===== src/rtl/traffic_light_monitor.sv =====
// traffic_light_monitor: passive safety checker for the north lamp outputs
// of a traffic-light controller. Locks onto the red->green->yellow sequence,
// measures how long each colour dwells, raises sticky one-hot / sequence /
// timing error flags and counts complete error-free cycles.
module traffic_light_monitor #(
    parameter int RED_CYC = 10,
    parameter int GRN_CYC = 8,
    parameter int YEL_CYC = 3,
    parameter int CNT_W   = 8,
    parameter int CYC_W   = 16
) (
    input  logic             clk,
    input  logic             rst,
    input  logic             N_R,
    input  logic             N_Y,
    input  logic             N_G,
    input  logic             err_clr,
    output logic             in_sync,
    output logic             err_onehot,
    output logic             err_seq,
    output logic             err_time,
    output logic [CYC_W-1:0] cycle_cnt
);

    typedef enum logic [1:0] {ST_SYNC, ST_RED, ST_GRN, ST_YEL} state_t;
    typedef enum logic [1:0] {COL_NONE, COL_R, COL_G, COL_Y} colour_t;

    localparam logic [CNT_W-1:0] RED_DUR = CNT_W'(RED_CYC);
    localparam logic [CNT_W-1:0] GRN_DUR = CNT_W'(GRN_CYC);
    localparam logic [CNT_W-1:0] YEL_DUR = CNT_W'(YEL_CYC);

    state_t             r_state;
    colour_t            r_prev;
    logic [CNT_W-1:0]   r_cnt;
    logic               r_clean;
    logic               r_err_onehot;
    logic               r_err_seq;
    logic               r_err_time;
    logic [CYC_W-1:0]   r_cycle_cnt;

    colour_t            w_colour;
    logic [CNT_W-1:0]   w_dur;
    colour_t            w_same_colour;
    colour_t            w_next_colour;
    state_t             w_adv_state;
    state_t             w_next_state;
    logic [CNT_W-1:0]   w_cnt_next;
    logic               w_set_onehot;
    logic               w_set_seq;
    logic               w_set_time;
    logic               w_cycle_inc;
    logic               w_clean_next;
    logic               w_wrap;
    logic               w_enter_grn;

    // Decode the lamp triple into a single colour; anything not one-hot is NONE.
    always_comb begin
        w_colour = COL_NONE;
        case ({N_R, N_Y, N_G})
            3'b100:  w_colour = COL_R;
            3'b010:  w_colour = COL_Y;
            3'b001:  w_colour = COL_G;
            default: w_colour = COL_NONE;
        endcase
    end

    // Per-state dwell target, the colour that continues the dwell and the legal successor.
    always_comb begin
        w_dur         = '0;
        w_same_colour = COL_NONE;
        w_next_colour = COL_NONE;
        w_adv_state   = ST_SYNC;
        case (r_state)
            ST_RED: begin
                w_dur = RED_DUR; w_same_colour = COL_R; w_next_colour = COL_G; w_adv_state = ST_GRN;
            end
            ST_GRN: begin
                w_dur = GRN_DUR; w_same_colour = COL_G; w_next_colour = COL_Y; w_adv_state = ST_YEL;
            end
            ST_YEL: begin
                w_dur = YEL_DUR; w_same_colour = COL_Y; w_next_colour = COL_R; w_adv_state = ST_RED;
            end
            default: begin
                w_dur = '0; w_same_colour = COL_NONE; w_next_colour = COL_NONE; w_adv_state = ST_SYNC;
            end
        endcase
    end

    // Next-state logic: sequence tracking, dwell counting and error detection for this edge.
    always_comb begin
        w_next_state = r_state;
        w_cnt_next   = r_cnt;
        w_set_onehot = 1'b0;
        w_set_seq    = 1'b0;
        w_set_time   = 1'b0;
        w_cycle_inc  = 1'b0;
        w_wrap       = 1'b0;
        w_enter_grn  = 1'b0;
        if (w_colour == COL_NONE) begin
            w_set_onehot = 1'b1;
            w_next_state = ST_SYNC;
        end else if (r_state == ST_SYNC) begin
            if (r_prev == COL_R && w_colour == COL_G) begin
                w_next_state = ST_GRN;
                w_cnt_next   = CNT_W'(1);
                w_enter_grn  = 1'b1;
            end
        end else if (w_colour == w_same_colour) begin
            if (r_cnt == w_dur) begin
                w_set_time   = 1'b1;
                w_next_state = ST_SYNC;
            end else begin
                w_cnt_next = r_cnt + CNT_W'(1);
            end
        end else if (w_colour == w_next_colour) begin
            w_set_time   = (r_cnt != w_dur);
            w_next_state = w_adv_state;
            w_cnt_next   = CNT_W'(1);
            if (r_state == ST_YEL) begin
                w_wrap      = 1'b1;
                w_cycle_inc = r_clean && (r_cnt == w_dur);
            end
        end else begin
            w_set_seq    = 1'b1;
            w_next_state = ST_SYNC;
        end

        if (w_wrap || w_enter_grn) begin
            w_clean_next = 1'b1;
        end else if (w_set_onehot || w_set_seq || w_set_time) begin
            w_clean_next = 1'b0;
        end else begin
            w_clean_next = r_clean;
        end
    end

    // State register plus dwell counter, sticky flags and saturating good-cycle count.
    always_ff @(posedge clk or posedge rst) begin
        if (rst) begin
            r_state      <= ST_SYNC;
            r_prev       <= COL_NONE;
            r_cnt        <= '0;
            r_clean      <= 1'b0;
            r_err_onehot <= 1'b0;
            r_err_seq    <= 1'b0;
            r_err_time   <= 1'b0;
            r_cycle_cnt  <= '0;
        end else begin
            r_state      <= w_next_state;
            r_prev       <= w_colour;
            r_cnt        <= w_cnt_next;
            r_clean      <= w_clean_next;
            r_err_onehot <= w_set_onehot | (r_err_onehot & ~err_clr);
            r_err_seq    <= w_set_seq    | (r_err_seq    & ~err_clr);
            r_err_time   <= w_set_time   | (r_err_time   & ~err_clr);
            if (w_cycle_inc && (r_cycle_cnt != '1)) begin
                r_cycle_cnt <= r_cycle_cnt + CYC_W'(1);
            end
        end
    end

    // Output decode: lock indication follows the state, everything else mirrors registers.
    always_comb begin
        in_sync    = (r_state != ST_SYNC);
        err_onehot = r_err_onehot;
        err_seq    = r_err_seq;
        err_time   = r_err_time;
        cycle_cnt  = r_cycle_cnt;
    end

endmodule


===== config.mk =====
export PLATFORM = sky130hd
export DESIGN_NAME = traffic_light_monitor
export DESIGN_NICKNAME = d
export VERILOG_FILES = /design/src/rtl/traffic_light_monitor.sv
export SDC_FILE = /design/constraint.sdc
export NUM_CORES = 1
export LEC_CHECK = 0
export ABC_AREA = 1
export BUFFER_PORTS_ARGS = -buffer_cell sky130_fd_sc_hd__clkbuf_2
export CAP_MARGIN = 25
export CORE_MARGIN = 4
export CORE_UTILIZATION = 63
export CTS_BUF_LIST = sky130_fd_sc_hd__clkbuf_16
export CTS_CLUSTER_DIAMETER = 120
export DETAILED_ROUTE_END_ITERATION = 6
export PLACE_DENSITY = 0.83
export RECOVER_POWER = 50
export SLEW_MARGIN = 20
export SYNTH_ARGS = -nofsm -noshare
export SYNTH_HDL_FRONTEND = slang
export SYNTH_SLANG_ARGS = --single-unit

===== constraint.sdc =====
create_clock -name clk -period 5.55 [get_ports clk]
set_input_delay 1.11 -clock clk [delete_from_list [all_inputs] [get_ports clk]]
set_output_delay 1.11 -clock clk [all_outputs]
set_load 0.02 [all_outputs]

==> After elaboration in Yosys (flattened, before gate mapping) <==
Index checks and enable logic that the tools add are counted.
{ "op_classes": {"n_eq_ne": 17, "add_sub_neg": 2, "n_reduce_logical": 13, "bitwise": 8, "mux": 40} }
{ "op_table": {"columns": ["operator", "n"], "rows": [
  ["$mux 8", 5],
  ["$mux 1", 25],
  ["$pmux 2 s3", 3],
  ["$add 16x1->16 const B", 1],
  ["$ne 16x16->1 const B", 1],
  ["$mux 2", 6],
  ["$pmux 4 s3", 1],
  ["$add 8x1->8 const B", 1],
  ["$eq 8x8->1", 1],
  ["$ne 8x8->1", 1],
  ["$eq 2x2->1 const B", 3],
  ["$eq 2x1->1 const B", 2],
  ["$eq 2x2->1", 2],
  ["$logic_not 2->1", 2],
  ["$ne 4x3->1 const B", 1],
  ["$reduce_and 4->1", 1],
  ["$reduce_bool 2->1", 2],
  ["$and 1x1->1", 3],
  ["$eq 3x1->1 const B", 1],
  ["$eq 3x2->1 const B", 1],
  ["$eq 3x3->1 const B", 1],
  ["$logic_and 1x1->1", 3],
  ["$logic_or 1x1->1", 3],
  ["$ne 3x2->1 const B", 1],
  ["other kinds (6)", 9]
]} }
{ "totals": {"register_bits": 32, "input_bits": 6, "elab_cells": 88, "output_inout_bits": 20} }

==> Longest topological paths before layout <==
{ "logic_depth": {"word_depth": 11, "ltp_mapped": 13, "ltp_nobuf": 13} }

==> Worst setup path before layout <==
Ideal clock, no wire load.
{ "synth_path": {"kind": "input-to-reg", "start": "input N_G", "end": "register r_cycle_cnt[3] (netlist: cycle_cnt[3])", "n_path_buf": 1, "path_stages": 11, "setup_ns": 0.118, "t_arrival_ns": 2.202, "slack_ns": 3.231, "required_ns": 5.432, "cell_sequence": "inv_1 > nand2_2 > nand3_2 > nand2_1 > nand2_1 > nand3_1 > nor2_8 > nand3_4 > buf_6 > nand2_1 > nand2_1"} }
{ "synth_via": {"elab_chain_len": 8, "word_cells_on_any_way": 12, "classes_between": "eq/ne (5); mux (5); reduce/logical (2)"} }
{ "synth_rtl": {"columns": ["item", "line", "text"], "rows": [
  ["from (decl)", "16", "input logic N_G,"],
  ["$eq 3x1->1 (tied with other cells)", "59", "case ({N_R, N_Y, N_G})"],
  ["$pmux 2 s3 *", "59", null],
  ["$eq 2x2->1", "115", "end else if (w_colour == w_next_colour) begin"],
  ["$mux 1", "115", null],
  ["$mux 1", "108", "end else if (w_colour == w_same_colour) begin"],
  ["$mux 1", "102", "end else if (r_state == ST_SYNC) begin"],
  ["$mux 1 *", "99", "if (w_colour == COL_NONE) begin"],
  ["$logic_and 1x1->1 *", "156", "if (w_cycle_inc && (r_cycle_cnt != '1)) begin"],
  ["to (signal assigned)", "157", "r_cycle_cnt <= r_cycle_cnt + CYC_W'(1);"],
  ["to (decl)", "39", "logic [CYC_W-1:0] r_cycle_cnt;"]
]} }
Mark *: on every way between the ends. The rest lies on a longest branch, timed or not.
A chain may end at the register's enable or synchronous reset.

==> Worst setup path in the final report <==
{ "layout_path": {"start": "register r_state[0]", "end": "output in_sync"} }
{ "layout_via": {"elab_chain_len": 1} }
{ "layout_rtl": {"columns": ["item", "line", "text"], "rows": [
  ["from (decl)", "32", "state_t r_state;"],
  ["from (signal assigned)", "149", "r_state <= w_next_state;"],
  ["$reduce_bool 2->1", "164", "in_sync = (r_state != ST_SYNC);"],
  ["to (decl)", "18", "output logic in_sync,"]
]} }
No other way between the ends.

==> results.yml <==
detailed_routing:
  vias: 2285
  met3_length_um: 380
  wl_met2_um: 2343
  vias_per_cell: 5.741
  wl_um: 5365
  routedWlPerCell_um: 13.48
  drc: 0
  drtIter0Drc: 220
  top_layer: "met4"
  ant_nets: 0
  drt-met1-wl_um: 2502
  firstDrtPassIters: 6
critical_path:
  arrival_ns: 1.77
  required_ns: 4.44
  cp-start-kind: "register"
  critPathMaxFanout: 9
  r2r_cells: 10
  critPathKind: "reg2out"
  worstSetupEndpointType: "primary output"
sta:
  fin_setup_tns_ns: 0
  clock_skew_ns: 0.003259
  rsz0062_at_grt: "no"
  fin_crit_sh_pct: 51.97
  setup_violations: 0
  drv_slew: 33
  fin_crit_ns: 2.885
  tightest_slew_ns: 1.622
  max_slew_margin_pct: -8.105
  hold_viol: 0
  fmax_ghz: 0.3467
floorplan:
  die_w_um: 68.42
  rows: 21
  die_area_sq_um: 4681
  die_h_um: 68.42
  design.core.area_sq_um: 3442
  io_pins: 26
  start_util_pct: 66.81
layout:
  seqCellArea_sq_um: 800.8
  multi_input_area_sq_um: 1330
  stdcell_count: 398
  diodes: 0
  fin_util_pct: 74.52
  area_growth_pct: 11.53
  nNetsFinal: 366
  nFillCells: 290
  drive_gt1_share_pct: 11.65
global_routing:
  grt_usage_pct: 26.74
  antenna_found_initial: 0
  grt_max_degree: 33
  gr-total-overflow: 0
  grt_pass1_wl_um: 9349
  grt_pass1_vias: 2022
outcome:
  status: "finished with violations"
  failed_checks: "max-capacitance violations, max-slew violations"
place:
  portBuffers: 25
  dp_hpwl_um: 3933
  dp.cells: 391
  gp_congestion: 0.8573
power:
  leakage_nw: 1.317
  powerDensity_nw_per_um2: 309.7
  peakVddDrop_mv: 0.2764
  p_total_uw: 794.3
yosys:
  syn_avg_cell_area_sq_um: 7.098
  yosysTopAreaCellShare_pct: 34.82
  ys_seq_area_share_pct: 34.82
  synth-main-ff-cell: "dfrtp_1"
  synthTopCellsByArea: "dfrtp_1 (35%), nand2_1 (17%), nand4_1 (7.6%)"
  synth_commonest_cells: "nand2_1 (107), nor2_1 (33), dfrtp_1 (32), inv_1 (30), nand4_1 (28)"
  syn_area_sq_um: 2300
  ys_warn_count: 0
  synthesis.nets: 338
  synth.most_common_cell: "nand2_1"
  synth_seq_cells: 32
  yosys.area.top_type: "dfrtp_1"
  synth_cell_type_count: 30
  synth_edf_count: 0
  async_flop_share_pct: 100.0
  synthCells: 324
clock_network:
  cts-resized-gates: 0
  cts_sinks: 32
  hold_buffers: 0
  clkLatencyLatePin_ns: 0.28
  cts_max_level: 2
  cts_made_buffers: 5
  tritoncts: "yes"
  cts_buffer_depth: 2
  clk_pin_slew_ns: 0.05
  postCtsSetupBuffers: 0
  clock-root-buffer: "clkbuf_16"
worst_hold_path:
  whs_path_depth: 2
  min_path_type: "reg2reg"
run:
  drv_cap: 1
## flip-flops by register name (all words and copies together) (netlist names)
signal      flops
cycle_cnt      16
err_seq         1
r_prev          2
r_state         2
err_time        1
err_onehot      1
r_clean         1
r_cnt           8
## worst max-delay path, stage by stage, from the launching register on
cell      delay, ns
dfrtp_1        0.42
inv_1          0.14
ha_1           0.36
clkinv_1       0.33
clkbuf_2       0.25
## report_power, final
group	total (mW)	switching (mW)	leakage, nW	internal [mW]
Sequential	0.276	0.0229	0.437	0.253
Clock	0.251	0.0904	0.0709	0.160
Combinational	0.267	0.190	0.809	0.0773
Total	0.794	0.303	1.32	0.491
## through the flow
step / cell area (sq um) / hold slack (ns) / setup slack, ns
after floorplan: 2300 / 0.4718 / 3.231
after global placement: 2455 / 0.5098 / 2.856
after detailed placement: 2455 / 0.4992 / 2.786
after CTS: 2589 / 0.5110 / 2.693
after global routing: 2565 / 0.5385 / 2.529
final: 2565 / 0.5129 / 2.665
## path summary, 6_finish.rpt
kind,startpoint,endpoint,slack (ns)
hold reg to reg,r_cnt[7],r_cnt[7],0.51
hold / removal,r_cnt[7],r_cnt[7],0.51
min in group asynchronous,rst,cycle_cnt[2],1.38
max in group asynchronous,rst,r_cnt[1],3.23
setup reg to reg,r_state[0],cycle_cnt[12],2.93
setup / recovery,r_state[0],in_sync,2.67
## layout make-up
| cell class | instances | share of cell area [%] |
|---|---|---|
| multi-input cells | 254 | 51.85 |
| clock inverters | 2 | 0.3415 |
| inverters | 33 | 4.829 |
| flip-flops and latches | 32 | 31.22 |
| repair buffers | 26 | 4.634 |
| well taps | 46 | 2.244 |
| clock buffers | 5 | 4.878 |
## cells in the final DEF (no fill, tap or decap), drive strengths merged
master and count:
clkbuf 31, xnor2 7, nand3 32, a21oi 5
clkinv 2, o21bai 1, xor2 9, dfrtp 32
nor3 5, o21ai 5, nand4 28, nor2 37
o22ai 1, ha 8, nand3b 2, a21boi 1
nand2 113, inv 33
## kinds of logic (layout without fill, tap and decap cells)
logic type                 count (synthesis)  in the layout  synth area share, %
and+or+nand+nor                          217            217                44.56
xor gates and xnor gates                  16             16                6.094
AOI/OAI and AO/OA                         13             13                3.265
buffers and inverters                     38             66                6.909
DFF                                       32             32                34.82
adders and majority gates                  8              8                4.353
## per-layer routing
layer,vias to the layer above,track usage [%]
li1,1111,-
met1,1061,38.71
met2,97,38.14
met3,16,5.419
met4,0,11.41
met5,-,0
No activity file was read; power rests on OpenSTA's default activity.
